File: src/rtl/hpi_access_sequencer.sv
// Sequences HPI bus cycles for a CY7C67200 with programmable setup/strobe/hold/recovery
// timing, round-robin arbitration between two requesters, and the chip reset pulse.
module hpi_access_sequencer #(
  parameter int unsigned SETUP_CYC    = 1,
  parameter int unsigned STROBE_CYC   = 4,
  parameter int unsigned HOLD_CYC     = 1,
  parameter int unsigned RECOVERY_CYC = 2,
  parameter int unsigned RST_CYC      = 8
) (
  input  logic        clk_clk,
  input  logic        reset_reset_n,
  input  logic        sw_reset,
  input  logic        req0_valid,
  input  logic        req0_write,
  input  logic [1:0]  req0_addr,
  input  logic [15:0] req0_wdata,
  output logic        req0_ready,
  output logic        rsp0_valid,
  output logic [15:0] rsp0_rdata,
  input  logic        req1_valid,
  input  logic        req1_write,
  input  logic [1:0]  req1_addr,
  input  logic [15:0] req1_wdata,
  output logic        req1_ready,
  output logic        rsp1_valid,
  output logic [15:0] rsp1_rdata,
  output logic [1:0]  otg_hpi_address,
  output logic        otg_hpi_cs_n,
  output logic        otg_hpi_r_n,
  output logic        otg_hpi_w_n,
  output logic [15:0] otg_hpi_data_out,
  output logic        otg_hpi_data_oe,
  input  logic [15:0] otg_hpi_data_in,
  output logic        otg_hpi_reset_n,
  output logic        busy
);

  typedef enum logic [2:0] {
    S_CHIPRST = 3'd0, S_IDLE = 3'd1, S_SETUP = 3'd2,
    S_STROBE  = 3'd3, S_HOLD = 3'd4, S_RECOVER = 3'd5
  } state_t;

  localparam logic [3:0] SETUP_LD  = 4'(SETUP_CYC - 1);
  localparam logic [3:0] STROBE_LD = 4'(STROBE_CYC - 1);
  localparam logic [3:0] HOLD_LD   = 4'(HOLD_CYC - 1);
  localparam logic [3:0] REC_LD    = 4'(RECOVERY_CYC - 1);
  localparam logic [7:0] RST_LD    = 8'(RST_CYC - 1);

  state_t      state_q, state_d;
  logic [3:0]  cnt_q, cnt_d;
  logic [7:0]  rcnt_q, rcnt_d;
  logic        gnt_q, gnt_d, last_q, last_d, wr_q, wr_d;
  logic [1:0]  addr_q, addr_d;
  logic [15:0] wdata_q, wdata_d, rd_q, rd_d;
  logic        take_s, take_id_s;
  logic        cs_n_q, cs_n_d, r_n_q, r_n_d, w_n_q, w_n_d, oe_q, oe_d;
  logic        hpi_rst_n_q, hpi_rst_n_d, busy_q, busy_d;
  logic        rsp0_valid_q, rsp0_valid_d, rsp1_valid_q, rsp1_valid_d;
  logic [15:0] rsp0_rdata_q, rsp0_rdata_d, rsp1_rdata_q, rsp1_rdata_d;
  logic        phase_on_s, rsp_s;

  // State, phase counters, latched request and registered pad/response outputs.
  always_ff @(posedge clk_clk or negedge reset_reset_n) begin
    if (!reset_reset_n) begin
      state_q      <= S_CHIPRST;
      cnt_q        <= 4'd0;
      rcnt_q       <= RST_LD;
      gnt_q        <= 1'b0;
      last_q       <= 1'b1;
      wr_q         <= 1'b0;
      addr_q       <= 2'd0;
      wdata_q      <= 16'h0000;
      rd_q         <= 16'h0000;
      cs_n_q       <= 1'b1;
      r_n_q        <= 1'b1;
      w_n_q        <= 1'b1;
      oe_q         <= 1'b0;
      hpi_rst_n_q  <= 1'b0;
      busy_q       <= 1'b1;
      rsp0_valid_q <= 1'b0;
      rsp1_valid_q <= 1'b0;
      rsp0_rdata_q <= 16'h0000;
      rsp1_rdata_q <= 16'h0000;
    end else begin
      state_q      <= state_d;
      cnt_q        <= cnt_d;
      rcnt_q       <= rcnt_d;
      gnt_q        <= gnt_d;
      last_q       <= last_d;
      wr_q         <= wr_d;
      addr_q       <= addr_d;
      wdata_q      <= wdata_d;
      rd_q         <= rd_d;
      cs_n_q       <= cs_n_d;
      r_n_q        <= r_n_d;
      w_n_q        <= w_n_d;
      oe_q         <= oe_d;
      hpi_rst_n_q  <= hpi_rst_n_d;
      busy_q       <= busy_d;
      rsp0_valid_q <= rsp0_valid_d;
      rsp1_valid_q <= rsp1_valid_d;
      rsp0_rdata_q <= rsp0_rdata_d;
      rsp1_rdata_q <= rsp1_rdata_d;
    end
  end

  // Next-state logic: phase sequencing, arbitration and request latching.
  always_comb begin
    state_d   = state_q;
    cnt_d     = cnt_q;
    rcnt_d    = rcnt_q;
    gnt_d     = gnt_q;
    last_d    = last_q;
    wr_d      = wr_q;
    addr_d    = addr_q;
    wdata_d   = wdata_q;
    rd_d      = rd_q;
    take_s    = 1'b0;
    take_id_s = 1'b0;
    case (state_q)
      S_CHIPRST: begin
        if (rcnt_q == 8'd0) begin
          state_d = S_IDLE;
        end else begin
          rcnt_d = rcnt_q - 8'd1;
        end
      end
      S_IDLE: begin
        if (sw_reset) begin
          state_d = S_CHIPRST;
          rcnt_d  = RST_LD;
        end else if (req0_valid || req1_valid) begin
          take_s    = 1'b1;
          // On a tie the requester not served last wins; otherwise whoever is valid.
          take_id_s = (req0_valid && req1_valid) ? ~last_q : req1_valid;
          gnt_d     = take_id_s;
          last_d    = take_id_s;
          wr_d      = take_id_s ? req1_write : req0_write;
          addr_d    = take_id_s ? req1_addr : req0_addr;
          if (wr_d) begin
            wdata_d = take_id_s ? req1_wdata : req0_wdata;
          end else begin
            wdata_d = wdata_q;
          end
          state_d = S_SETUP;
          cnt_d   = SETUP_LD;
        end else begin
          state_d = S_IDLE;
        end
      end
      S_SETUP: begin
        if (cnt_q == 4'd0) begin
          state_d = S_STROBE;
          cnt_d   = STROBE_LD;
        end else begin
          cnt_d = cnt_q - 4'd1;
        end
      end
      S_STROBE: begin
        if (cnt_q == 4'd0) begin
          if (!wr_q) begin
            rd_d = otg_hpi_data_in;
          end else begin
            rd_d = rd_q;
          end
          state_d = S_HOLD;
          cnt_d   = HOLD_LD;
        end else begin
          cnt_d = cnt_q - 4'd1;
        end
      end
      S_HOLD: begin
        if (cnt_q == 4'd0) begin
          state_d = S_RECOVER;
          cnt_d   = REC_LD;
        end else begin
          cnt_d = cnt_q - 4'd1;
        end
      end
      S_RECOVER: begin
        if (cnt_q != 4'd0) begin
          cnt_d = cnt_q - 4'd1;
        end else if (sw_reset) begin
          state_d = S_CHIPRST;
          rcnt_d  = RST_LD;
        end else begin
          state_d = S_IDLE;
        end
      end
      default: begin
        state_d = S_CHIPRST;
        rcnt_d  = RST_LD;
      end
    endcase
  end

  // Output logic: pad/response values are computed from the next state so they register in step with it.
  always_comb begin
    phase_on_s   = (state_d == S_SETUP) || (state_d == S_STROBE) || (state_d == S_HOLD);
    cs_n_d       = ~phase_on_s;
    r_n_d        = ~((state_d == S_STROBE) && !wr_d);
    w_n_d        = ~((state_d == S_STROBE) && wr_d);
    oe_d         = phase_on_s && wr_d;
    hpi_rst_n_d  = (state_d != S_CHIPRST);
    busy_d       = (state_d != S_IDLE);
    rsp_s        = (state_d == S_HOLD) && (cnt_d == 4'd0);
    rsp0_valid_d = rsp_s && !gnt_d;
    rsp1_valid_d = rsp_s && gnt_d;
    if (rsp0_valid_d && !wr_d) begin
      rsp0_rdata_d = rd_d;
    end else begin
      rsp0_rdata_d = rsp0_rdata_q;
    end
    if (rsp1_valid_d && !wr_d) begin
      rsp1_rdata_d = rd_d;
    end else begin
      rsp1_rdata_d = rsp1_rdata_q;
    end
    req0_ready = take_s && !take_id_s;
    req1_ready = take_s && take_id_s;
  end

  assign rsp0_valid       = rsp0_valid_q;
  assign rsp1_valid       = rsp1_valid_q;
  assign rsp0_rdata       = rsp0_rdata_q;
  assign rsp1_rdata       = rsp1_rdata_q;
  assign otg_hpi_address  = addr_q;
  assign otg_hpi_cs_n     = cs_n_q;
  assign otg_hpi_r_n      = r_n_q;
  assign otg_hpi_w_n      = w_n_q;
  assign otg_hpi_data_out = wdata_q;
  assign otg_hpi_data_oe  = oe_q;
  assign otg_hpi_reset_n  = hpi_rst_n_q;
  assign busy             = busy_q;

endmodule

File: config.mk
export PLATFORM = sky130hd
export DESIGN_NAME = hpi_access_sequencer
export DESIGN_NICKNAME = d
export VERILOG_FILES = /design/src/rtl/hpi_access_sequencer.sv
export SDC_FILE = /design/constraint.sdc
export NUM_CORES = 1
export LEC_CHECK = 0
export CAP_MARGIN = 20
export CORE_MARGIN = 5
export CORE_UTILIZATION = 43
export CTS_CLUSTER_SIZE = 24
export DETAILED_ROUTE_END_ITERATION = 8
export GPL_TIMING_DRIVEN = 0
export PLACE_DENSITY = 0.69
export SYNTH_ARGS = -nofsm -noshare
export SYNTH_HDL_FRONTEND = slang
export SYNTH_SLANG_ARGS = --single-unit
File: constraint.sdc
create_clock -name clk_clk -period 4.18 [get_ports clk_clk]
set_clock_uncertainty 0.2 [all_clocks]
set_input_delay 0.836 -clock clk_clk [delete_from_list [all_inputs] [get_ports clk_clk]]
set_output_delay 0.836 -clock clk_clk [all_outputs]
set_load 0.01 [all_outputs]
* Yosys cells after proc, flatten, opt, wreduce, memory -nomap -nowiden
Index checks and enable logic that the tools add are counted.
** Cells by class
- Add/subtract/negate cells :: 2
- Equality and inequality tests :: 11
- Mux-type cells :: 39
- Bitwise operators :: 6
- Reductions and logical operators :: 27
** Operator list (count)
- 16-bit two-way mux :: 4
- 8-bit case mux with 4 select lines :: 1
- 4-bit two-way mux :: 6
- 8-bit two-way mux :: 3
- 4-bit case mux with 5 select lines :: 1
- 3-bit case mux with 6 select lines :: 1
- 1-bit two-way mux :: 15
- 3-bit two-way mux :: 5
- 3-bit by 2-bit == test with 1-bit output, second input constant :: 4
- 1-bit logical AND :: 11
- 3-bit == test, second input constant :: 3
- 4-bit logical NOT :: 2
- 8-bit logical NOT :: 1
- 8-bit by 1-bit subtractor with 8-bit output, second input constant :: 1
- 2-bit two-way mux :: 3
- 1-bit inverter :: 6
- 3-bit AND reduction :: 2
- 2-bit != test, second input constant :: 2
- 4-bit AND reduction :: 1
- 4-bit nonzero test :: 1
- 4-bit by 1-bit subtractor with 4-bit output, second input constant :: 1
- 3-bit by 1-bit == test with 1-bit output, second input constant :: 1
- 1-bit logical NOT :: 3
- 3-bit logical NOT :: 1
- 4 further kinds :: 6
** Word-level totals
- Register bits after elaboration :: 92
- Output and inout bits :: 60

* Depth between registers and ports, before layout
Gate-level depths: netlist of run 1.
- Depth in word-level cells :: 9
- Depth in mapped cells :: 12
- Depth with buffers taken out :: 10

* Worst setup path before layout of run 1
OpenSTA, ideal clock, no wires.
- Kind :: reg-to-reg
- Start :: register cnt_q[0]
- End :: register rsp0_rdata_q[10], in the netlist rsp0_rdata[10]
- Library setup time :: 0.125 ns
- Data arrival time :: 3.156 ns
- Path slack :: 0.699 ns
- Cell stages (with the launch flop) :: 13
- Cells stage by stage :: dfrtp_1 -> inv_1 -> ha_1 -> or3b_1 -> buf_2 -> ha_1 -> mux2_2 -> o22ai_1 -> nor4b_1 -> nand4_4 -> nor3_4 -> buf_12 -> mux2_4
** On the way
- Cells in the longest elaborated chain, start to end :: 7
** Ends and longest elaborated chain
- start: declaration :: line 50 : logic [3:0] cnt_q, cnt_d;
- start signal: assignment :: line 86 : cnt_q <= cnt_d;
- 4-bit by 1-bit subtractor with 4-bit output (tied with other cells)
- 4-bit two-way mux (tied with other cells) :: line 181 : if (cnt_q != 4'd0) begin
- 4-bit case mux with 5 select lines or 3-bit case mux with 6 select lines (tied branches) :: line 120 : case (state_q)
- 4-bit logical NOT or 3-bit == test (tied branches) :: line 206 : rsp_s = (state_d == S_HOLD) && (cnt_d == 4'd0);
- 1-bit logical AND :: line 206
- 1-bit logical AND :: line 207 : rsp0_valid_d = rsp_s && !gnt_d;
- 1-bit logical AND :: line 209 : if (rsp0_valid_d && !wr_d) begin
- end signal: assignment :: line 102 : rsp0_rdata_q <= rsp0_rdata_d;
- end: declaration :: line 59 : logic [15:0] rsp0_rdata_q, rsp0_rdata_d, rsp1_rdata_q, rsp1_rdata_d;
Several ways; a longest one is shown, not always the timed one.
A chain may end at the register's enable or synchronous reset.

* Worst setup path after layout of run 1
- Start :: register cnt_q[0]
- End :: register rsp1_rdata_q[14], in the netlist rsp1_rdata[14]
** On the way
- Cells in the longest elaborated chain, start to end :: 7
** Ends and longest elaborated chain
- 4-bit by 1-bit subtractor with 4-bit output (tied with other cells)
- 4-bit two-way mux (tied with other cells) :: line 181
- 4-bit case mux with 5 select lines or 3-bit case mux with 6 select lines (tied branches) :: line 120
- 4-bit logical NOT or 3-bit == test (tied branches) :: line 206
- 1-bit logical AND :: line 206
- 1-bit logical AND :: line 208 : rsp1_valid_d = rsp_s && gnt_d;
- 1-bit logical AND :: line 214 : if (rsp1_valid_d && !wr_d) begin
- end signal: assignment :: line 103 : rsp1_rdata_q <= rsp1_rdata_d;
- end: declaration :: line 59
Several ways; a longest one is shown, not always the timed one.

==> flow_metrics.py, run 1 <==
metrics = {
    "final_layout": {
        "nets": 524,
        "areaGrowthSynthToFinish_pct": 37.7,
        "nFillCells": 810,
        "final_cell_area_sq_mm": 0.00573,
        "num_antenna_cells": 0,
        "fin_util_pct": 59.7,
        "regArea_sq_mm": 0.00231,
        "drive_gt1_share_pct": 19.8,
        "multi_input_area_sq_mm": 0.00172,
    },
    "timing": {
        "fmax_mhz": 256,
        "fin_crit_sh_pct": 93.6,
        "hold_viol": 0,
        "grt_setup_unrepaired": "no",
        "setup_viol": 0,
        "slew_headroom_pct": 58.2,
        "fin_ws_ns": 0.269,
        "report.final.slew_viol_count": 0,
        "period_minus_slack_ns": 3.91,
        "worst_pin_slew_ns": 0.621,
        "worst_hold_slack_ns": 0.163,
    },
    "logic_synthesis": {
        "ys_types": 50,
        "synth_compound_gate_area_share_pct": 8.54,
        "synth_most_common_cell": "dfrtp_1",
        "syn_avg_cell_area_sq_um": 12.6,
        "yosysTopAreaCell": "dfrtp_1",
        "synth_warnings": 0,
        "netlist_area_sq_mm": 0.00416,
        "synthMuxAreaShare_pct": 20.0,
        "synth_cells": 331,
        "synth_xor_area_share_pct": 0.421,
        "synthSimpleGateAreaFrac_pct": 10.9,
        "synth-seq-area-share_pct": 55.6,
        "syn_nets": 395,
        "ys_ff_latch": 92,
        "synth_ff_type": "dfrtp_1",
        "synth_adder_area_share_pct": 1.50,
        "synth_top_cell_area_share_pct": 50.5,
        "synthTopCellsByArea": "dfrtp_1, mux2_2, mux2_4",
        "synthArstFlopShare_pct": 100,
        "synth_top_family_by_area": "multiplexers",
        "synth_edf_count": 0,
        "ys_top_cells_by_count": "dfrtp_1, nor2_1, mux2_2, a21oi_1, mux2_4",
    },
    "die": {
        "dieHeight_um": 108,
        "initial_utilization_pct": 43.4,
        "rows": 36,
        "pin_count": 119,
        "die_area_sq_mm": 0.0117,
        "core_area_sq_mm": 0.00959,
        "die_x_um": 108,
    },
    "clock_tree": {
        "cts-root-buf": "clkbuf_8",
        "clock_sinks": 92,
        "htree_levels": 3,
        "cts_tree": "built",
        "clk_pin_slew_ns": 0.12,
        "clock_path_buffers": 2,
        "cts_buffers": 9,
        "holdBufCountCts": 0,
        "cts.repair.resized": 1,
        "clock_latency_ns": 0.37,
        "post-cts-setup-buffers": 0,
    },
    "global_route": {
        "grt.busiest_layer": "met2",
        "grt_use_met2_pct": 27.9,
        "use_met3_pct": 7.88,
        "grt_pass1_vias": 3240,
        "grt_util_all_layers_pct": 17.7,
        "antenna_found_initial": 0,
        "use_met1_pct": 22.1,
        "grt_max_degree": 68,
        "grt_pass1_wl_mm": 16.2,
        "overflow": 0,
    },
    "worst_setup_path": {
        "critPathLaunchType": "flip-flop",
        "path_cells": "inv_1 > ha_1 > or3b_1 > buf_2 > ha_1 > mux2_2 > o22ai_1 > nor4b_1 > nand4_4 > nor3_4 > buf_12 > mux2_4",
        "cp.arrival_ns": 3.96,
        "crit_required_ns": 4.22,
        "startpoint": "cnt_q[0]",
        "critical_path_buf_inv_count": 3,
        "crit_fanout": 10,
        "slowest_stage": "nor4b_1",
        "crit_top_cell": "ha_1",
        "cpPeakStageDelay_ns": 0.54,
        "crit_path_end_kind": "flip-flop",
        "worstSetupPathType": "flip-flop to flip-flop",
        "r2r_start": "cnt_q[0]",
        "crit_family": "simple AND/OR/NAND/NOR gates",
    },
    "power": {
        "vdd_ir_drop_max_v": 0.000325,
        "switchingPower_mw": 1.41,
        "power_mw": 3.92,
        "p_int_mw": 2.51,
        "sequentialPowerShare_pct": 39.0,
        "p_leak_nw": 2.48,
        "powerDensity_mw_per_mm2": 684,
        "p_comb_share_pct": 45.8,
        "switching_share_pct": 35.9,
        "clock_power_share_pct": 15.3,
    },
    "place": {
        "hpwl_mm": 7.25,
        "numPortBuffers": 118,
        "dpl_cell_area_sq_mm": 0.00553,
        "place_ws_ns": -0.278,
        "place_congestion": 0.860,
    },
    "detailed_routing": {
        "first_pass_iters": 4,
        "vias": 3012,
        "drc": 0,
        "avgRoutedWirePerCell_um": 16.2,
        "routed_wl_mm": 9.67,
        "avgViaCountPerCell": 5.04,
        "drtAntennaViolNets": 0,
        "dr.first_iter.drc_count": 81,
    },
    "flow_run": {
        "max-cap-violations": 0,
    },
    "run_status": {
        "status": "completed",
    },
    "hold_path": {
        "holdCritPathClass": "input port to async pin",
    },
}
[cell families after synthesis]
kind of cell,Yosys count
adder cells (fa/ha/maj),5
XOR/XNOR,2
flip-flops,92
AND/OR/NAND/NOR,84
buffers and inverters,23
AO/OA/AOI/OAI,56
multiplexers,69
[per-stage QoR]
stage	setup TNS [ns]	std cells
2_1_floorplan	0	331
3_3_place_gp	-107.02	582
3_5_place_dp	-0.278	583
4_1_cts	0	598
5_1_grt	0	598
6_report	0	598
[sequential cells by signal, summed over array words and instances, names as in the netlist]
register,cells
cnt_q,4
rsp1_valid,1
otg_hpi_data_oe,1
rcnt_q,8
rsp0_valid,1
otg_hpi_cs_n,1
otg_hpi_w_n,1
busy,1
gnt_q,1
otg_hpi_r_n,1
rsp0_rdata,16
otg_hpi_address,2
last_q,1
wr_q,1
otg_hpi_reset_n,1
otg_hpi_data_out,16
rd_q,16
state_q,3
rsp1_rdata,16
[cells in the final DEF, fill, tap and decap left out, types with 3 or more instances in the layout]
master / netlist / layout
buf_2: 6 / 6
clkbuf_1: 6 / 4
mux2_2: 29 / 29
dfrtp_1: 84 / 84
nand3_1: 3 / 3
a32o_1: 3 / 3
mux2_4: 20 / 20
mux2i_1: 19 / 19
nand2_1: 14 / 14
nor2_1: 35 / 35
nand2b_1: 3 / 3
o21ai_0: 12 / 12
nor2b_1: 3 / 3
a21oi_1: 24 / 24
inv_1: 8 / 8
dfstp_2: 8 / 8
nor3_1: 8 / 8
clkdlybuf4s50_1: 0 / 117
ha_1: 5 / 5
clkbuf_8: 0 / 9
[power groups by stage]
stage / Combinational (mW) / Sequential (mW) / Clock [mW]
after floorplan: 0.904 / 1.61 / 0
after global placement: 1.76 / 1.53 / 0
after detailed placement: 1.80 / 1.54 / 0
after CTS: 1.81 / 1.53 / 0.614
after global routing: 1.97 / 1.58 / 0.660
final: 1.79 / 1.53 / 0.598
[path summary, 6_finish.rpt]
check                                      end  slack (ns)  depth (start not counted)
worst max-delay path            rsp1_rdata[14]        0.27                         12
worst min register to register       rcnt_q[7]        0.30                          1
min in group clk_clk                 rcnt_q[7]        0.30                          1
worst max register to register  rsp1_rdata[14]        0.27                         12
max in group asynchronous               last_q        2.91                          2
worst min-delay path            rsp0_rdata[10]        0.16                          1
[layer usage]
| layer | share of wire (%) | vias up |
|---|---|---|
| met4 | 1.2 | 0 |
| met5 | 0 | - |
| met2 | 49 | 100 |
| met3 | 8.8 | 10 |
| met1 | 41 | 1468 |
| li1 | - | 1434 |
[final cells by class]
type	instances	share of cell area [%]
multi-input combinational	216	30.1
clock inverter	7	1.29
clock buffer	9	2.16
sequential	92	40.4
timing repair buffer	119	21.1
buffer	13	1.57
tap	133	2.91
inverter	9	0.590
No activity file was read; power rests on OpenSTA's default activity.
==> run 2, diff against run 1 <==
--- a/config.mk
+++ b/config.mk
@@ -5,7 +5,6 @@
 export SDC_FILE = /design/constraint.sdc
 export NUM_CORES = 1
 export LEC_CHECK = 0
-export CAP_MARGIN = 20
 export CORE_MARGIN = 5
 export CORE_UTILIZATION = 43
 export CTS_CLUSTER_SIZE = 24
==> run 2 against run 1 <==
Final cell count did not move. Maximum frequency did not move. Critical path depth did not move. Largest cell class unchanged. Combinational power barely moved. Clock power barely moved.
==> flow_metrics.py, run 2 (synthesized netlist as in run 1, its figures left out) <==
metrics = {
    "worst_setup_path": {
        "startpoint": "cnt_q[0]",
        "r2r_start": "cnt_q[0]",
        "crit_required_ns": 4.22,
        "crit_fanout": 10,
        "crit_path_end_kind": "flip-flop",
        "critPathLaunchType": "flip-flop",
        "cp.arrival_ns": 3.96,
        "worstSetupPathType": "flip-flop to flip-flop",
    },
    "final_layout": {
        "fin_util_pct": 59.7,
        "num_antenna_cells": 0,
        "areaGrowthSynthToFinish_pct": 37.7,
        "nets": 524,
        "final_common_cell": "clkdlybuf4s50_1",
        "drive_gt1_share_pct": 19.8,
        "final_cell_mix": "clkdlybuf4s50_1, dfrtp_1, nor2_1, mux2_2, a21oi_1",
    },
    "flow_run": {
        "max-cap-violations": 0,
    },
    "power": {
        "p_int_mw": 2.51,
        "sequentialPowerShare_pct": 39.0,
        "vdd_ir_drop_max_v": 0.000325,
        "p_comb_share_pct": 45.8,
        "power_mw": 3.92,
        "clock_power_share_pct": 15.3,
        "p_leak_nw": 2.48,
        "switchingPower_mw": 1.41,
        "switching_share_pct": 35.9,
        "powerDensity_mw_per_mm2": 684,
    },
    "timing": {
        "worst_pin_slew_ns": 0.621,
        "fmax_mhz": 256,
        "report.final.slew_viol_count": 0,
        "setup_viol": 0,
        "fin_crit_sh_pct": 93.6,
        "hold_viol": 0,
        "worst_hold_slack_ns": 0.163,
        "period_minus_slack_ns": 3.91,
        "slew_headroom_pct": 58.2,
        "grt_setup_unrepaired": "no",
    },
    "die": {
        "core_area_sq_mm": 0.00959,
        "rows": 36,
        "initial_utilization_pct": 43.4,
        "die_area_sq_mm": 0.0117,
        "pin_count": 119,
        "die_x_um": 108,
        "dieHeight_um": 108,
    },
    "place": {
        "hpwl_mm": 7.25,
        "numPortBuffers": 118,
        "place_congestion": 0.860,
    },
    "detailed_routing": {
        "drtAntennaViolNets": 0,
        "vias": 3012,
        "avgViaCountPerCell": 5.04,
        "first_pass_iters": 4,
        "dr.first_iter.drc_count": 81,
        "drc": 0,
        "avgRoutedWirePerCell_um": 16.2,
        "routed_wl_mm": 9.67,
    },
    "clock_tree": {
        "clock_path_buffers": 2,
        "htree_levels": 3,
        "cts_buffers": 9,
        "cts_tree": "built",
        "cts-root-buf": "clkbuf_8",
        "clock_sinks": 92,
        "clk_pin_slew_ns": 0.12,
        "clock_latency_ns": 0.37,
    },
    "global_route": {
        "antenna_found_initial": 0,
        "grt_pass1_wl_mm": 16.2,
        "grt_util_all_layers_pct": 17.7,
        "overflow": 0,
        "grt_max_degree": 68,
        "grt_pass1_vias": 3240,
    },
    "hold_path": {
        "holdCritPathClass": "input port to async pin",
    },
    "run_status": {
        "status": "completed",
    },
}
[run 2: repair_timing]
action,in CTS,in global routing
setup buffers,0,0
hold buffers,0,0
gates resized for setup,1,0
setup endpoints to repair,1,0
[run 2: layout make-up]
cell class	count	area, sq um
Buffer	13	90.1
Tap cell	133	166
Multi-Input combinational cell	216	1720
Sequential cell	92	2310
Inverter	9	33.8
Clock inverter	7	73.8
Fill cell	810	3870
Clock buffer	9	124
Timing Repair Buffer	119	1210
[run 2: path summary, 6_finish.rpt]
check	to	slack, ns	depth (start not counted)
min in group clk_clk	rcnt_q[7]	0.30	1
max	rsp1_rdata[14]	0.27	12
max reg2reg	rsp1_rdata[14]	0.27	12
max in group asynchronous	last_q	2.91	2
min reg2reg	rcnt_q[7]	0.30	1
min	rsp0_rdata[10]	0.16	1
[run 2: through the flow]
stage	cell area (sq um)	TNS [ns]	setup slack, ns	std cells
3_3_place_gp	5510	-107.02	-1.26	582
2_1_floorplan	4160	0	0.699	331
6_report	5730	0	0.269	598
3_5_place_dp	5530	-0.278	-0.278	583
5_1_grt	5730	0	0.00984	598
4_1_cts	5730	0	0.202	598
[run 2: critical path, cell delays in order, from the launching register on]
cell,delay [ns]
dfrtp_1,0.45
inv_1,0.12
ha_1,0.27
or3b_1,0.36
buf_2,0.18
ha_1,0.28
mux2_2,0.14
o22ai_1,0.09
nor4b_1,0.54
nand4_4,0.21
nor3_4,0.42
buf_12,0.21
mux2_4,0.31
[run 2: power by group through the flow]
stage                     clock network, mW  registers (mW)  logic (mW)
final                                 0.598            1.53        1.79
after global routing                  0.660            1.58        1.97
after detailed placement                  0            1.54        1.80
after CTS                             0.614            1.53        1.81
after global placement                    0            1.53        1.76
after floorplan                           0            1.61       0.904
[run 2: metal layers]
metal	share of wire [%]	up-vias	global-route usage, %
li1	-	1434	-
met1	41	1468	22.1
met2	49	100	27.9
met3	8.8	10	7.88
met4	1.2	0	4.96
met5	0	-	0
